### src/rtl/mem_stage_axs.sv
// mem_stage_axs: pipeline memory stage. Forwards EX results to WB, runs one
// data-bus transaction per load/store with byte-lane steering, load
// extension and a WAIT timeout.
// Optional feature: define MEM_ALIGN_CHECK_EN to trap misaligned halfword/word
// accesses. Without it the low address bits of such accesses are forced to 0.
module mem_stage_axs #(
   parameter int unsigned ADDR_W      = 32,
   parameter int unsigned REG_ADDR_W  = 5,
   parameter int unsigned TIMEOUT_CYC = 255
) (
   input  logic                  clk,
   input  logic                  rst,
   input  logic                  valid_i,
   input  logic [REG_ADDR_W-1:0] wd_i,
   input  logic                  wreg_i,
   input  logic [31:0]           wdata_i,
   input  logic [3:0]            mem_op_i,
   input  logic [ADDR_W-1:0]     mem_addr_i,
   input  logic [31:0]           mem_sdata_i,
   output logic                  d_req_o,
   output logic                  d_we_o,
   output logic [ADDR_W-1:0]     d_addr_o,
   output logic [3:0]            d_sel_o,
   output logic [31:0]           d_wdata_o,
   input  logic [31:0]           d_rdata_i,
   input  logic                  d_ack_i,
   output logic                  stallreq_o,
   output logic                  valid_o,
   output logic                  wreg_o,
   output logic [REG_ADDR_W-1:0] wd_o,
   output logic [31:0]           wdata_o,
   output logic                  bus_err_o,
   output logic                  align_exc_o
);

   localparam int unsigned DATA_W = 32;
   localparam int unsigned CNT_W  = (TIMEOUT_CYC < 2) ? 1 : $clog2(TIMEOUT_CYC);

   localparam logic [3:0] OP_LB  = 4'h1;
   localparam logic [3:0] OP_LBU = 4'h2;
   localparam logic [3:0] OP_LH  = 4'h3;
   localparam logic [3:0] OP_LHU = 4'h4;
   localparam logic [3:0] OP_LW  = 4'h5;
   localparam logic [3:0] OP_SB  = 4'h6;
   localparam logic [3:0] OP_SH  = 4'h7;
   localparam logic [3:0] OP_SW  = 4'h8;

   typedef enum logic [0:0] {S_IDLE = 1'b0, S_WAIT = 1'b1} state_e;

   state_e                state_q, state_d;
   logic [CNT_W-1:0]      cnt_q, cnt_d;
   logic [3:0]            op_q, op_d;
   logic [1:0]            lane_q, lane_d;
   logic [REG_ADDR_W-1:0] wd_lat_q, wd_lat_d;
   logic                  wreg_lat_q, wreg_lat_d;
   logic [DATA_W-1:0]     wdata_lat_q, wdata_lat_d;

   logic                  d_req_q, d_req_d;
   logic                  d_we_q, d_we_d;
   logic [ADDR_W-1:0]     d_addr_q, d_addr_d;
   logic [3:0]            d_sel_q, d_sel_d;
   logic [DATA_W-1:0]     d_wdata_q, d_wdata_d;
   logic                  valid_q, valid_d;
   logic                  wreg_q, wreg_d;
   logic [REG_ADDR_W-1:0] wd_q, wd_d;
   logic [DATA_W-1:0]     wdata_q, wdata_d;
   logic                  bus_err_q, bus_err_d;
   logic                  align_exc_q, align_exc_d;
   logic                  stall_c;

   logic                  in_load, in_store, in_half, in_word, in_mem;
   logic                  align_fault_c;
   logic [1:0]            lane_c;
   logic [ADDR_W-1:0]     eff_addr_c;
   logic [3:0]            sel_c;
   logic [DATA_W-1:0]     bdata_c;
   logic [7:0]            ld_byte_c;
   logic [15:0]           ld_half_c;
   logic [DATA_W-1:0]     ld_data_c;
   logic                  lat_is_load;
   logic                  timeout_c;

   // Decode the incoming memory opcode; unknown codes behave as none.
   always_comb begin
      in_load  = 1'b0;
      in_store = 1'b0;
      in_half  = 1'b0;
      in_word  = 1'b0;
      case (mem_op_i)
         OP_LB, OP_LBU: in_load = 1'b1;
         OP_LH, OP_LHU: begin in_load = 1'b1; in_half = 1'b1; end
         OP_LW:         begin in_load = 1'b1; in_word = 1'b1; end
         OP_SB:         in_store = 1'b1;
         OP_SH:         begin in_store = 1'b1; in_half = 1'b1; end
         OP_SW:         begin in_store = 1'b1; in_word = 1'b1; end
         default:       ;
      endcase
   end

   assign in_mem = in_load | in_store;

`ifdef MEM_ALIGN_CHECK_EN
   assign align_fault_c = in_mem & ((in_half & mem_addr_i[0]) | (in_word & (|mem_addr_i[1:0])));
`else
   assign align_fault_c = 1'b0;
`endif

   // Effective lane (misaligned low bits dropped), byte enables and store data.
   always_comb begin
      if (in_word)      lane_c = 2'b00;
      else if (in_half) lane_c = {mem_addr_i[1], 1'b0};
      else              lane_c = mem_addr_i[1:0];
      eff_addr_c = {mem_addr_i[ADDR_W-1:2], lane_c};
      if (in_word)      sel_c = 4'b1111;
      else if (in_half) sel_c = lane_c[1] ? 4'b1100 : 4'b0011;
      else              sel_c = 4'b0001 << lane_c;
      if (in_word)      bdata_c = mem_sdata_i;
      else if (in_half) bdata_c = {2{mem_sdata_i[15:0]}};
      else              bdata_c = {4{mem_sdata_i[7:0]}};
   end

   // Extract and extend load data using the latched opcode and lane.
   always_comb begin
      case (lane_q)
         2'd0:    ld_byte_c = d_rdata_i[7:0];
         2'd1:    ld_byte_c = d_rdata_i[15:8];
         2'd2:    ld_byte_c = d_rdata_i[23:16];
         default: ld_byte_c = d_rdata_i[31:24];
      endcase
      ld_half_c = lane_q[1] ? d_rdata_i[31:16] : d_rdata_i[15:0];
      case (op_q)
         OP_LB:   ld_data_c = {{24{ld_byte_c[7]}}, ld_byte_c};
         OP_LBU:  ld_data_c = {24'd0, ld_byte_c};
         OP_LH:   ld_data_c = {{16{ld_half_c[15]}}, ld_half_c};
         OP_LHU:  ld_data_c = {16'd0, ld_half_c};
         default: ld_data_c = d_rdata_i;
      endcase
   end

   assign lat_is_load = (op_q >= OP_LB) && (op_q <= OP_LW);
   assign timeout_c   = (state_q == S_WAIT) && (cnt_q == CNT_W'(TIMEOUT_CYC - 1));

   // State register.
   always_ff @(posedge clk or negedge rst) begin
      if (!rst) state_q <= S_IDLE;
      else      state_q <= state_d;
   end

   // Next-state logic; ack takes priority over timeout.
   always_comb begin
      state_d = state_q;
      case (state_q)
         S_IDLE:  if (valid_i && in_mem && !align_fault_c) state_d = S_WAIT;
         S_WAIT:  if (d_ack_i || timeout_c) state_d = S_IDLE;
         default: state_d = S_IDLE;
      endcase
   end

   // Output/datapath next values and the combinational stall request.
   always_comb begin
      cnt_d       = cnt_q;
      op_d        = op_q;
      lane_d      = lane_q;
      wd_lat_d    = wd_lat_q;
      wreg_lat_d  = wreg_lat_q;
      wdata_lat_d = wdata_lat_q;
      d_req_d     = d_req_q;
      d_we_d      = d_we_q;
      d_addr_d    = d_addr_q;
      d_sel_d     = d_sel_q;
      d_wdata_d   = d_wdata_q;
      valid_d     = 1'b0;
      wreg_d      = 1'b0;
      wd_d        = wd_q;
      wdata_d     = wdata_q;
      bus_err_d   = 1'b0;
      align_exc_d = 1'b0;
      stall_c     = 1'b0;
      case (state_q)
         S_IDLE: begin
            cnt_d = '0;
            if (valid_i) begin
               if (align_fault_c) begin
                  valid_d     = 1'b1;
                  wd_d        = wd_i;
                  align_exc_d = 1'b1;
               end else if (in_mem) begin
                  stall_c     = 1'b1;
                  d_req_d     = 1'b1;
                  d_we_d      = in_store;
                  d_addr_d    = eff_addr_c;
                  d_sel_d     = sel_c;
                  d_wdata_d   = bdata_c;
                  op_d        = mem_op_i;
                  lane_d      = lane_c;
                  wd_lat_d    = wd_i;
                  wreg_lat_d  = wreg_i & in_load;
                  wdata_lat_d = wdata_i;
               end else begin
                  valid_d = 1'b1;
                  wreg_d  = wreg_i;
                  wd_d    = wd_i;
                  wdata_d = wdata_i;
               end
            end
         end
         S_WAIT: begin
            if (d_ack_i) begin
               d_req_d = 1'b0;
               d_we_d  = 1'b0;
               valid_d = 1'b1;
               wreg_d  = wreg_lat_q;
               wd_d    = wd_lat_q;
               wdata_d = lat_is_load ? ld_data_c : wdata_lat_q;
            end else if (timeout_c) begin
               // The instruction retires with an error, so upstream may advance.
               d_req_d   = 1'b0;
               d_we_d    = 1'b0;
               valid_d   = 1'b1;
               wd_d      = wd_lat_q;
               bus_err_d = 1'b1;
            end else begin
               stall_c = 1'b1;
               cnt_d   = cnt_q + CNT_W'(1);
            end
         end
         default: ;
      endcase
   end

   // Datapath and output registers.
   always_ff @(posedge clk or negedge rst) begin
      if (!rst) begin
         cnt_q       <= '0;
         op_q        <= '0;
         lane_q      <= '0;
         wd_lat_q    <= '0;
         wreg_lat_q  <= 1'b0;
         wdata_lat_q <= '0;
         d_req_q     <= 1'b0;
         d_we_q      <= 1'b0;
         d_addr_q    <= '0;
         d_sel_q     <= '0;
         d_wdata_q   <= '0;
         valid_q     <= 1'b0;
         wreg_q      <= 1'b0;
         wd_q        <= '0;
         wdata_q     <= '0;
         bus_err_q   <= 1'b0;
         align_exc_q <= 1'b0;
      end else begin
         cnt_q       <= cnt_d;
         op_q        <= op_d;
         lane_q      <= lane_d;
         wd_lat_q    <= wd_lat_d;
         wreg_lat_q  <= wreg_lat_d;
         wdata_lat_q <= wdata_lat_d;
         d_req_q     <= d_req_d;
         d_we_q      <= d_we_d;
         d_addr_q    <= d_addr_d;
         d_sel_q     <= d_sel_d;
         d_wdata_q   <= d_wdata_d;
         valid_q     <= valid_d;
         wreg_q      <= wreg_d;
         wd_q        <= wd_d;
         wdata_q     <= wdata_d;
         bus_err_q   <= bus_err_d;
         align_exc_q <= align_exc_d;
      end
   end

   assign stallreq_o  = rst & stall_c;
   assign d_req_o     = d_req_q;
   assign d_we_o      = d_we_q;
   assign d_addr_o    = d_addr_q;
   assign d_sel_o     = d_sel_q;
   assign d_wdata_o   = d_wdata_q;
   assign valid_o     = valid_q;
   assign wreg_o      = wreg_q;
   assign wd_o        = wd_q;
   assign wdata_o     = wdata_q;
   assign bus_err_o   = bus_err_q;
   assign align_exc_o = align_exc_q;

endmodule

### config.mk
export PLATFORM = sky130hd
export DESIGN_NAME = mem_stage_axs
export DESIGN_NICKNAME = d
export VERILOG_FILES = /design/src/rtl/mem_stage_axs.sv
export SDC_FILE = /design/constraint.sdc
export NUM_CORES = 1
export LEC_CHECK = 0
export BUFFER_PORTS_ARGS = -buffer_cell sky130_fd_sc_hd__buf_2
export CORE_ASPECT_RATIO = 0.8
export CORE_MARGIN = 5
export CORE_UTILIZATION = 47
export DETAILED_ROUTE_END_ITERATION = 10
export GPL_TIMING_DRIVEN = 1
export PLACE_DENSITY = 0.77
export SLEW_MARGIN = 10
export SYNTH_ARGS = -nofsm -noshare
export SYNTH_HDL_FRONTEND = slang
export SYNTH_SLANG_ARGS = --single-unit
### constraint.sdc
create_clock -name clk -period 1.9 [get_ports clk]
set_input_delay 0 -clock clk [delete_from_list [all_inputs] [get_ports clk]]
set_output_delay 0 -clock clk [all_outputs]
set_load 0.005 [all_outputs]
==> qor.txt <==
Outcome -> finished, final reports clean
Setup crit end kind -> flip-flop
Final instance area -> 12000 um2
GR Util All Layers -> 28.8%
Row Count -> 43
Leak pwr -> 5.94 nW
Setup TNS -> 0 ps
Die Height -> 129 um
Main synth FF type -> dfrtp_1
Post-synthesis compound-gate area fraction -> 20.0%
First-pass GRT wire length -> 47.8 mm
Worst endpoint required time -> 2170 ps
Vias per inst -> 5.76
Synthesis-stage register bit count -> 161
Syn Area/Cell -> 9.21 um2
Setup Skew -> 13.3 ps
Largest family of logic cells by synthesized area -> compound AO/OA/AOI/OAI gates
Final ANT Viol Nets -> 0
Placed Cells -> 1360
Max Transition Viols Final -> 0
Post-synthesis mux area share -> 6.13%
Ys async rst share -> 100%
Clock buffer depth -> 2
Final non-filler cell total -> 1520
Net count after synthesis -> 1053
Initial antenna violation count -> 1
Worst-path fanout max -> 3
H-Tree Depth -> 4
Net Sw Frac -> 36.7%
Mapped cell area -> 8370 um2
Setup Crit Path Kind -> flip-flop to flip-flop
Switch Pwr -> 4.92 mW
Area of the core -> 17400 um2
Detail Placement HPWL -> 18.9 mm
Final setup fails -> 0
Routability congestion estimate -> 0.920
Max_cap viols -> 0
Total Wirelength -> 29.9 mm
Worst slew pin tran -> 805 ps
Seq pwr share -> 37.8%
Final Hold Viols -> 0
DR vias -> 8761
Synth Area in Adders -> 0.299%
Post-Synth Simple-Gate Area -> 19.9%
Post-synthesis xor/xnor area fraction -> 0.733%
Post-Syn Instances -> 909
Type of the worst min-delay path -> primary input to flip-flop
Global route total overflow -> 0
Layout cells sized above 1 -> 29.7%
Largest net degree at the start of global routing -> 71
CTS tree -> yes
First DRT Iteration DRCs -> 730
Synth Warn # -> 0
Worst ir drop on vdd -> 0.000669 V
Arrival time worst endpoint -> 2120 ps
Final #Nets -> 1425
Post-synth EDFFs -> 0
Root Buffer -> clkbuf_16
Internal power -> 8.49 mW
PD cells -> 1110 nW/um2
Area grow syn2layout -> 43.8%
Clock transition at path regs -> 70 ps
Final worst path period share -> 97.4%
WL/cell -> 19.7 um
Clk sinks -> 161
Vias in the first global route -> 8936
Num CTS Buffers -> 17
Die width -> 159 um
Seq/Total Area, Yosys -> 48.1%
RSZ-0062 raised after global routing -> true
DRC -> 0
Startpoint Class -> flip-flop
Worst slew margin -> 46.0%
Worst skew pair latency -> 430 ps
Combinational Power Share -> 36.2%
Post-layout minimum cycle time -> 1850 ps
Placed Area -> 10100 um2
Total die area -> 20600 um2
Initial Util -> 48.0%
Port Buffers -> 252
Fmax -> 540 MHz
Drt pass-1 iters -> 5
Clock power frac -> 26.0%
Netlist cell types -> 65
IO Pins -> 254
critical path, cell delays in order, from the launching register on:
cell and delay [ps]:
dfrtp_2 430, mux2i_2 270, a221oi_2 120, a211o_1 350, buf_4 170, o221ai_2 190
o221ai_1 160
timing repair:
| action | in CTS | in global routing |
|---|---|---|
| endpoints found under the setup margin | 2 | 31 |
| hold buffers | 113 | 0 |
| pin swaps | 1 | 5 |
| gates resized for setup | 1 | 23 |
| cloned | 1 | 0 |
| buffers inserted | 1 | 12 |
| endpoints found under the hold margin | 309 | 0 |
registers in the layout, indices dropped and copies added (netlist names):
| name | count |
|---|---|
| wd_o | 5 |
| bus_err_o | 1 |
| lane_q | 1 |
| d_addr_o | 31 |
| d_we_o | 1 |
| wreg_o | 1 |
| wdata_o | 32 |
| d_sel_o | 4 |
| op_q | 4 |
| d_req_o | 1 |
| state_q | 1 |
| valid_o | 1 |
| wreg_lat_q | 1 |
| wdata_lat_q | 32 |
| wd_lat_q | 5 |
| d_wdata_o | 32 |
| cnt_q | 8 |
cells in the mapped netlist (11+ instances only):
cell type	number	share of area, %
a21boi_1	11	0.99
a22o_1	17	1.8
buf_2	28	1.7
o21bai_1	13	1.2
a31oi_1	12	0.90
clkbuf_1	31	1.4
a21oi_1	18	1.1
nor2_1	18	0.81
a21boi_0	19	1.7
nor2b_1	12	0.90
nand2_1	311	14
mux2i_1	31	3.7
o221ai_1	54	5.7
o21a_1	18	1.6
o21ai_0	26	1.6
dfrtp_1	161	48
cell usage in the layout, fill, tap and decap left out, types with 7 or more instances in the layout:
| master | instances |
|---|---|
| o21ai_1 | 8 |
| o221ai_1 | 51 |
| dlygate4sd3_1 | 113 |
| o21ai_0 | 24 |
| a21boi_0 | 19 |
| nor2b_1 | 11 |
| nor2_1 | 17 |
| mux2i_1 | 28 |
| o21a_1 | 18 |
| a21boi_1 | 11 |
| dfrtp_1 | 159 |
| mux4_2 | 7 |
| clkbuf_16 | 17 |
| a31oi_1 | 12 |
| nand2_1 | 311 |
| o21bai_1 | 13 |
| buf_12 | 14 |
| a22o_1 | 17 |
| buf_4 | 40 |
| buf_2 | 251 |
| a21oi_1 | 18 |
area by class of cell:
cell class | instances | area (um2)
sequential | 161 | 4030
timing repair buffer | 424 | 3040
clock inverter | 15 | 168
inverter | 8 | 33.8
clock buffer | 17 | 425
fill | 1328 | 5400
antenna | 1 | 2.50
tap | 225 | 282
multi-input combinational | 669 | 4060
power groups by stage:
stage	logic [mW]	registers (mW)	clock network [mW]
after floorplan	2.43	5.00	0
after global placement	4.26	5.04	0
after detailed placement	4.38	5.04	0
after CTS	4.59	5.01	3.49
after global routing	5.33	5.17	3.67
final	4.85	5.07	3.48
metrics by stage:
step / power [mW] / hold slack, ps / worst slack, ps / utilization [%]
after floorplan: 7.44 / -296 / 76.8 / -
after global placement: 9.30 / -64.5 / 76.8 / 57.9
after detailed placement: 9.43 / -66.1 / 27.4 / 57.9
after CTS: 13.1 / 19.1 / 10.3 / 67.9
after global routing: 14.2 / 37.8 / -56.0 / 69.0
final: 13.4 / 33.5 / 49.7 / 69.0
path summary, 6_finish.rpt:
| kind | from | end | slack, ps | cells past startpoint |
|---|---|---|---|---|
| max | lane_q[0] | wdata_o[30] | 50 | 6 |
| min | d_rdata_i[14] | wdata_o[14] | 30 | 4 |
| max reg2reg | lane_q[0] | wdata_o[30] | 50 | 6 |
| min reg2reg | d_addr_o[14] | d_addr_o[14] | 470 | 2 |
| max in group asynchronous | rst | op_q[0] | 1120 | 3 |
| min in group asynchronous | rst | wdata_o[12] | 40 | 2 |
cells by family after synthesis:
kind of cell	count (synthesis)
mux	42
other cells	1
buf+inv	80
simple gates	391
fa+ha+maj	2
flops	161
compound gates	225
xor+xnor	7
layer usage:
layer	vias up	wire (um)	track usage (%)
met1	4184	11700	36.7
met3	87	3010	8.20
met2	535	14100	46.8
met4	0	1110	12.0
met5	-	0	0
li1	3955	-	-
No activity file was read; power rests on OpenSTA's default activity.
